<file path="src/rtl/toggle_sync_sched.sv">
`default_nettype none
// ============================================================================
//  Module   : toggle_sync_sched
//  Brief    : Source-domain scheduler for a shared toggle-synchronizer channel.
//             Sticky per-requester pending flags, round-robin issue, GAP spacing.
//  Revision : 1.0 - initial release
// ============================================================================
module toggle_sync_sched #(
  parameter int N_REQ = 4,
  parameter int ID_W  = 2,
  parameter int GAP   = 6
) (
  input  logic             clk,
  input  logic             rst,
  input  logic             en_i,
  input  logic [N_REQ-1:0] req_i,
  output logic             pulse_out_o,
  output logic [ID_W-1:0]  id_out_o,
  output logic [N_REQ-1:0] pend_o,
  output logic             busy_o,
  output logic [7:0]       merge_cnt_o
);

  localparam int GAP_W = $clog2(GAP + 1);

  typedef enum logic [0:0] {
    S_IDLE = 1'b0,
    S_HOLD = 1'b1
  } state_t;

  state_t             state_q;
  logic               pulse_q;
  logic [ID_W-1:0]    id_q;
  logic [ID_W-1:0]    rr_ptr_q;
  logic [ID_W-1:0]    rr_ptr_d;
  logic [GAP_W-1:0]   gap_cnt_q;
  logic [N_REQ-1:0]   pend_q;
  logic [N_REQ-1:0]   pend_d;
  logic [7:0]         merge_cnt_q;
  logic [7:0]         merge_cnt_d;

  logic               w_issue;
  logic               w_grant_vld;
  logic [ID_W-1:0]    w_grant_idx;
  logic [N_REQ-1:0]   w_grant_oh;
  logic [15:0]        w_merge_sum;
  logic [15:0]        w_merge_tot;
  int                 w_j;
  logic [ID_W-1:0]    w_idx;

  // Round-robin search over registered pending flags, starting at rr_ptr.
  always_comb begin
    w_grant_vld = 1'b0;
    w_grant_idx = '0;
    w_j         = 0;
    w_idx       = '0;
    for (int k = 0; k < N_REQ; k++) begin
      w_j = int'(rr_ptr_q) + k;
      if (w_j >= N_REQ) begin
        w_j = w_j - N_REQ;
      end
      w_idx = ID_W'(w_j);
      if (!w_grant_vld && pend_q[w_idx]) begin
        w_grant_vld = 1'b1;
        w_grant_idx = w_idx;
      end
    end
  end

  assign w_issue = (state_q == S_IDLE) && en_i && w_grant_vld;

  generate
    for (genvar gi = 0; gi < N_REQ; gi++) begin : g_oh
      assign w_grant_oh[gi] = w_issue && (w_grant_idx == ID_W'(gi));
    end
  endgenerate

  // A request landing on an already-pending, ungranted flag is a lost event.
  always_comb begin
    pend_d      = pend_q;
    w_merge_sum = '0;
    for (int i = 0; i < N_REQ; i++) begin
      if (w_grant_oh[i]) begin
        pend_d[i] = req_i[i];
      end else begin
        pend_d[i] = pend_q[i] | req_i[i];
      end
      if (req_i[i] && pend_q[i] && !w_grant_oh[i]) begin
        w_merge_sum = w_merge_sum + 16'd1;
      end
    end
    w_merge_tot = {8'd0, merge_cnt_q} + w_merge_sum;
    merge_cnt_d = (w_merge_tot > 16'd255) ? 8'hFF : w_merge_tot[7:0];
  end

  always_comb begin
    rr_ptr_d = rr_ptr_q;
    if (w_issue) begin
      rr_ptr_d = (w_grant_idx == ID_W'(N_REQ - 1)) ? '0 : w_grant_idx + ID_W'(1);
    end
  end

  always_ff @(posedge clk) begin
    if (rst) begin
      state_q     <= S_IDLE;
      pulse_q     <= 1'b0;
      id_q        <= '0;
      rr_ptr_q    <= '0;
      gap_cnt_q   <= '0;
      pend_q      <= '0;
      merge_cnt_q <= '0;
    end else begin
      pend_q      <= pend_d;
      merge_cnt_q <= merge_cnt_d;
      rr_ptr_q    <= rr_ptr_d;
      case (state_q)
        S_IDLE: begin
          if (w_issue) begin
            pulse_q   <= 1'b1;
            id_q      <= w_grant_idx;
            gap_cnt_q <= GAP_W'(GAP - 1);
            state_q   <= S_HOLD;
          end else begin
            pulse_q   <= 1'b0;
          end
        end
        S_HOLD: begin
          pulse_q   <= 1'b0;
          gap_cnt_q <= gap_cnt_q - GAP_W'(1);
          if (gap_cnt_q == GAP_W'(1)) begin
            state_q <= S_IDLE;
          end
        end
        default: begin
          pulse_q <= 1'b0;
          state_q <= S_IDLE;
        end
      endcase
    end
  end

  assign pulse_out_o = pulse_q;
  assign id_out_o    = id_q;
  assign pend_o      = pend_q;
  assign busy_o      = (state_q != S_IDLE) | (|pend_q);
  assign merge_cnt_o = merge_cnt_q;

endmodule
`default_nettype wire

</file>
<file path="config.mk">
export PLATFORM = sky130hd
export DESIGN_NAME = toggle_sync_sched
export DESIGN_NICKNAME = d
export VERILOG_FILES = /design/src/rtl/toggle_sync_sched.sv
export SDC_FILE = /design/constraint.sdc
export NUM_CORES = 1
export LEC_CHECK = 0
export CAP_MARGIN = 10
export CORE_UTILIZATION = 25
export DETAILED_ROUTE_END_ITERATION = 6
export PLACE_DENSITY = 0.42
export SLEW_MARGIN = 25
export SYNTH_ARGS = -nofsm -noshare
export SYNTH_HDL_FRONTEND = slang
export SYNTH_SLANG_ARGS = --single-unit
</file>
<file path="constraint.sdc">
create_clock -name clk -period 3.45 [get_ports clk]
set_input_delay 0.345 -clock clk [delete_from_list [all_inputs] [get_ports clk]]
set_output_delay 0.345 -clock clk [all_outputs]
set_load 0.01 [all_outputs]
</file>
==> results.md <==
- Status: complete, but fails checks
- Failing checks: negative setup slack
- Ranking of synthesized cells by area: dfxtp_1 (32%), ha_1 (13%), a21oi_1 (6.5%)
- PwrDens: roughly 380 nW/um^2
- CTS tree: yes
- Fin. max-slew vios: 0
- Via/cell ratio: around 4.5
- FF+latch count, synth: 21
- Tmin final: 3.532 ns
- Tcrit/Tclk final: 102.4%
- ANT cells: 0
- Fin Setup TNS: -0.3272 ns
- Routed WL: 3745 um
- Initial core utilization: between 20% and 30%
- Syn nets: 171
- Worst Clk Skew: approximately 0.0058 ns
- Startpoint Class: flip-flop
- Post-synth ARST share: 0%
- Skew-Pair Late Insertion Delay: approximately 0.27 ns
- Final setup viols: 6
- DR vias: 1,285
- Cells after DPL: between 200 and 300
- Critical path type: flip-flop to flip-flop
- Tot GR Track Use: 14.25%
- Post-place instance area: 1780 um^2
- Count leader, synth: dfxtp_1
- Most frequent cells after synthesis: dfxtp_1 (21), a21oi_1 (17), inv_1 (14), nor2_1 (14), ha_1 (13)
- Critical path capture point type: flip-flop
- Port-buffer cells: 22
- Hold Crit Class: flip-flop to flip-flop
- Die Width: about 74 um
- Vias in the first global route: 1,305
- Floorplan die height: 74.11 um
- Fraction of layout cells with a size suffix above 1: 42.47%
- Util after Layout: 45.01%
- Overall Power: 0.0008305 W
- Final instance area: between 2000 and 2500 um^2
- Cell row count: 25
- CTS H-tree lvls: 1
- Worst-path fanout max: 4
- TritonRoute pass-1 iters: 4
- Critical Path AT: approximately 3.7 ns
- Max frequency: 283.1 MHz
- Netlist Area Pre-Place: 1300 um^2
- Hold path depth: 2
- Hold violation total from the final report: 0
- Area growth from synthesis to layout: 67.85%
- Syn. warnings: 0
- Initial antenna violation count: 0
- VDD IR max: between 0.15 and 0.2 mV
- First-pass GRT wire length: slightly below 6000 um
- Slew margin rel.: 34.45%
- Largest net degree at the start of global routing: 22
- Number of nets with antenna violations after routing: 0
- GP Congestion: 0.7802
- Remaining DRCs: 0
- CTS Buf Count: 3
- Final cell count without fillers: 286
- Syn Inst Count: 150
- Min setup slack post-route: -0.08227 ns
- Starting DRC count in detailed routing: 45
- EDFF count, synth: 0
- Leakage power total: 0.9060 nW
- Total die area: 5492 um^2
- Top-area cell type share of the netlist area: 32.34%
- Top_reg_cell synth: dfxtp_1
- Area leader, netlist: dfxtp_1
- CTS clk-pin slew, worst paths: 0.09 ns
- Sequential element share of the synthesized area: 32.34%
- Post-DR wirelength/cell: 13.09 um
- Slew @ Worst Pin: 0.9802 ns
- Syn Area/Cell: 8.667 um^2
- CTS Sinks: 21
- Total congestion overflow: 0
- Clock tree buffer depth: 2
- Max Cap Violations: 0
- Core area: 4848 um^2
- Yosys cell types: 41
- Critical Path RT: 3.63 ns
- Layout Nets: 241
- Root buffer cell: clkbuf_8
- HPWL after detailed placement: around 2300 um
- Worst r2r path cells: 16
- Top Ports: 23
- RSZ-0062 raised after global routing: true
cell type report:
type / count / area, um^2
clock inverter: 1 / 7.507
sequential: 21 / 429.2
multi-input combinational: 111 / 996.0
inverter: 15 / 58.81
timing repair buffer: 68 / 565.5
clock buffer: 3 / 41.29
fill: 470 / 2666
tap: 67 / 83.83
through the flow:
step | hold WS, ns | worst slack, ns
final | 0.4916 | -0.08227
after global routing | 0.5292 | -0.2500
after CTS | 0.4953 | 0.001706
after detailed placement | 0.4721 | -0.2262
after global placement | 0.4741 | -0.1824
after floorplan | 0.4093 | -0.001917
cells by family after synthesis:
group           after synthesis  share of synthesized area [%]
buf+inv                      18                          5.775
flops                        21                          32.34
xor+xnor                      5                          3.368
fa+ha+maj                    14                          14.05
other cells                   1                         0.2885
simple gates                 50                          20.98
compound gates               37                          19.92
mux                           4                          3.272
sequential cells by signal (all words and copies together), names as in the netlist:
name / count
state_q: 1
gap_cnt_q: 3
rr_ptr_q: 2
pend_o: 4
merge_cnt_o: 8
id_out_o: 2
pulse_out_o: 1
layer usage:
| metal | vias to the layer above | track usage, % | share of wire (%) |
|---|---|---|---|
| met3 | 9 | 3.523 | 4.2 |
| met4 | 0 | 6.410 | 2.0 |
| li1 | 650 | - | - |
| met1 | 601 | 17.48 | 46 |
| met5 | - | 0 | 0 |
| met2 | 25 | 23.54 | 48 |
power breakdown:
part / switching, W / total, W / leakage, nW / internal (W)
clock: 0.0000928 / 0.000175 / 0.0217 / 0.0000818
sequential: 0.0000227 / 0.000293 / 0.175 / 0.000270
combinational: 0.000160 / 0.000363 / 0.710 / 0.000203
total: 0.000275 / 0.000830 / 0.906 / 0.000555
cell usage in the layout, fill, tap and decap left out, types with 3 or more instances in the layout:
cell type,count
a211oi_1,4
a21oi_1,13
a21oi_2,3
buf_4,46
clkbuf_8,3
clkdlybuf4s50_1,22
dfxtp_1,16
dfxtp_2,4
ha_1,5
ha_2,4
ha_4,4
inv_1,12
nand2_1,7
nand2b_1,5
nand3_1,3
nor2_1,13
nor3_1,4
xor2_1,3
what timing repair did:
action                     CTS  global route
gates cloned                 0             0
pin swaps                   13            22
gates resized for setup     13            27
buffers inserted            19             4
setup endpoints to repair    8             9
hold buffers                 0             0
worst paths after layout:
kind,to,slack (ns),startpoint
setup / recovery,merge_cnt_o[3]$_SDFF_PP0_,-0.08,pend_o[2]$_SDFF_PP0_
hold / removal,id_out_o[0]$_SDFFE_PP0P_,0.49,id_out_o[0]$_SDFFE_PP0P_
setup reg to reg,merge_cnt_o[3]$_SDFF_PP0_,-0.08,pend_o[2]$_SDFF_PP0_
hold reg to reg,id_out_o[0]$_SDFFE_PP0P_,0.49,id_out_o[0]$_SDFFE_PP0P_
worst max-delay path, cell delays in order (launching register included):
cell	delay, ns
dfxtp_2	0.34
nor2b_4	0.13
a21o_1	0.17
a211o_4	0.38
ha_4	0.18
nand2_4	0.06
and3_4	0.21
ha_4	0.21
xor2_2	0.18
xnor2_1	0.21
ha_2	0.22
inv_2	0.04
fa_2	0.35
nand2b_4	0.16
a21oi_4	0.17
nand4_1	0.23
a21oi_1	0.20
Power figures use the tool's default switching activity.
==> RTL edit, RTL diff (config.mk and constraints unchanged) <==
`ID_W`: 2 -> 4.
--- a/src/rtl/toggle_sync_sched.sv
+++ b/src/rtl/toggle_sync_sched.sv
@@ -8,5 +8,5 @@
 module toggle_sync_sched #(
   parameter int N_REQ = 4,
-  parameter int ID_W  = 2,
+  parameter int ID_W  = 4,
   parameter int GAP   = 6
 ) (
Ports: changed (resized id_out_o); port bits go from 23 to 25. The function was not compared with the original's and may differ.
==> RTL edit against the unedited design <==
The flow still finishes with violations (setup timing); synthesized area increased by 55%; sequential cell count rose by 4; routed wire length up 51%; power rose by 78%; worst setup slack lost 1.1 ns; clock skew shrank 0.0022 ns; global-route usage is 0.25 points lower; cell area rose by 46%; largest cell class unchanged.
==> RTL edit: results (changes against the unedited design) <==
INFO  metric status = complete, but fails checks (unchanged)
INFO  metric violations_in_the_final_reports = setup timing (unchanged)
INFO  metric compound_gate_fraction_of_synth_area = 0.213 (was 0.199)
INFO  metric post_route_insts_no_fill = 436 (was 286)
INFO  metric post_route_m1_wl = 2760 um (was 1710 um)
INFO  metric setup_tns = -9.37 ns (was -0.327 ns)
INFO  metric postLayoutSetupSlackWorst = -1.21 ns (was -0.0823 ns)
INFO  metric irDropWorstVdd = 158 uV (was 185 uV)
INFO  metric final_design_area_no_fill = 3190 sq um (was 2180 sq um)
INFO  metric post_synth_net_total = 267 (was 171)
INFO  metric finalClockSkew = 0.00359 ns (was 0.00579 ns)
INFO  metric path_max_fanout = 6 (was 4)
INFO  metric ys_top_cells_by_count = sky130_fd_sc_hd__dfxtp_1, sky130_fd_sc_hd__ha_1, sky130_fd_sc_hd__nor2_1 (was sky130_fd_sc_hd__dfxtp_1, sky130_fd_sc_hd__a21oi_1, sky130_fd_sc_hd__inv_1, sky130_fd_sc_hd__nor2_1, sky130_fd_sc_hd__ha_1)
INFO  metric net_switching_power_figure = 0.548 mW (was 0.275 mW)
INFO  metric globalRouteTotalUtil = 0.140 (was 0.142)
INFO  metric finish.net_count = 368 (was 241)
INFO  metric met2_length = 2710 um (was 1800 um)
INFO  metric gpl.final_weighted_congestion = 0.759 (was 0.780)
INFO  metric grt_max_degree = 26 (was 22)
INFO  metric grt_pass1_vias = 1970 (was 1305)
INFO  metric grt_first_pass_wirelength = 9410 um (was 5930 um)
INFO  metric synth.distinct_cells = 58 (was 41)
INFO  metric muxShareOfSynthArea = 0.0701 (was 0.0327)
INFO  metric final.fill_count = 804 (was 470)
INFO  metric setup_viol = 8 (was 6)
INFO  metric synth.top_cells.by_area = sky130_fd_sc_hd__dfxtp_1, sky130_fd_sc_hd__ha_1, sky130_fd_sc_hd__a21oi_1 (unchanged)
INFO  metric worst_ep_arrival_time = 4.77 ns (was 3.71 ns)
INFO  metric use_met3 = 0.0166 (was 0.0352)
INFO  metric dp_hpwl = 4320 um (was 2290 um)
INFO  metric globalRouteMet2Util = 0.238 (was 0.235)
INFO  metric via_per_inst = 4.56 (was 4.49)
INFO  metric place_inst = 418 (was 259)
INFO  metric total_leakage_power = 1.39 nW (was 0.906 nW)
INFO  metric max-slew-margin-rel = 0.326 (was 0.345)
==> RTL edit: cell types whose count changed in the layout (fill, tap and decap cells not counted), moves of 5 or more <==
cell                      delta
sky130_fd_sc_hd__ha_1       +15
sky130_fd_sc_hd__xnor2_1     +5
sky130_fd_sc_hd__buf_4      +33
sky130_fd_sc_hd__dfxtp_1     +7
sky130_fd_sc_hd__nor2_1      +9
sky130_fd_sc_hd__nor2b_1     +6
==> RTL edit: cell families (layout without fill, tap and decap cells) <==
kind of cell,Yosys count,in the layout
simple gates,71,71
compound gates,61,61
buf+inv,30,130
fa+ha+maj,26,26
flops,25,25
xor+xnor,11,11
mux,9,9
other cells,1,1
==> RTL edit: worst max-delay path, cell delays in order (launching register included) <==
cell and delay [ns]:
sky130_fd_sc_hd__dfxtp_4 0.41, sky130_fd_sc_hd__buf_6 0.11, sky130_fd_sc_hd__mux4_2 0.49, sky130_fd_sc_hd__or4b_4 0.59
sky130_fd_sc_hd__buf_6 0.14, sky130_fd_sc_hd__o31ai_2 0.07, sky130_fd_sc_hd__o32ai_4 0.14, sky130_fd_sc_hd__and2_4 0.15
sky130_fd_sc_hd__a21o_1 0.18, sky130_fd_sc_hd__or2_1 0.22, sky130_fd_sc_hd__ha_2 0.18, sky130_fd_sc_hd__mux2i_2 0.18
sky130_fd_sc_hd__ha_1 0.26, sky130_fd_sc_hd__mux2_4 0.30, sky130_fd_sc_hd__fa_2 0.34, sky130_fd_sc_hd__a21o_1 0.18
sky130_fd_sc_hd__a21oi_2 0.17, sky130_fd_sc_hd__nor2b_2 0.07, sky130_fd_sc_hd__nand4_1 0.22, sky130_fd_sc_hd__a21oi_1 0.10
==> RTL edit: power groups by stage <==
stage                     Combinational, mW  Sequential (mW)  Clock, mW
final                                 0.927            0.366      0.181
after global routing                   1.02            0.373      0.201
after CTS                             0.896            0.367      0.188
after detailed placement              0.844            0.374          0
after global placement                0.847            0.373          0
after floorplan                       0.459            0.375          0
==> RTL edit: layout make-up <==
type                            instances  share of cell area
Sequential cell                        25               0.159
Multi-Input combinational cell        179               0.488
Inverter                               19              0.0239
Timing Repair Buffer                  107               0.275
Clock buffer                            4              0.0141
Tap cell                              102              0.0400
==> RTL edit: what timing repair did <==
item / 4_1_cts / 5_1_grt
gates resized for setup: 19 / 12
setup buffers: 9 / 5
pin swaps: 7 / 19
setup endpoints to repair: 8 / 8
==> RTL edit: final timing paths <==
path | start | end | slack, ns | depth (start not counted)
setup / recovery | rr_ptr_q[0] | merge_cnt_o[1] | -1.21 | 19
hold / removal | gap_cnt_q[2] | gap_cnt_q[2] | 0.49 | 1
setup reg to reg | rr_ptr_q[0] | merge_cnt_o[1] | -1.21 | 19
hold reg to reg | gap_cnt_q[2] | gap_cnt_q[2] | 0.49 | 1
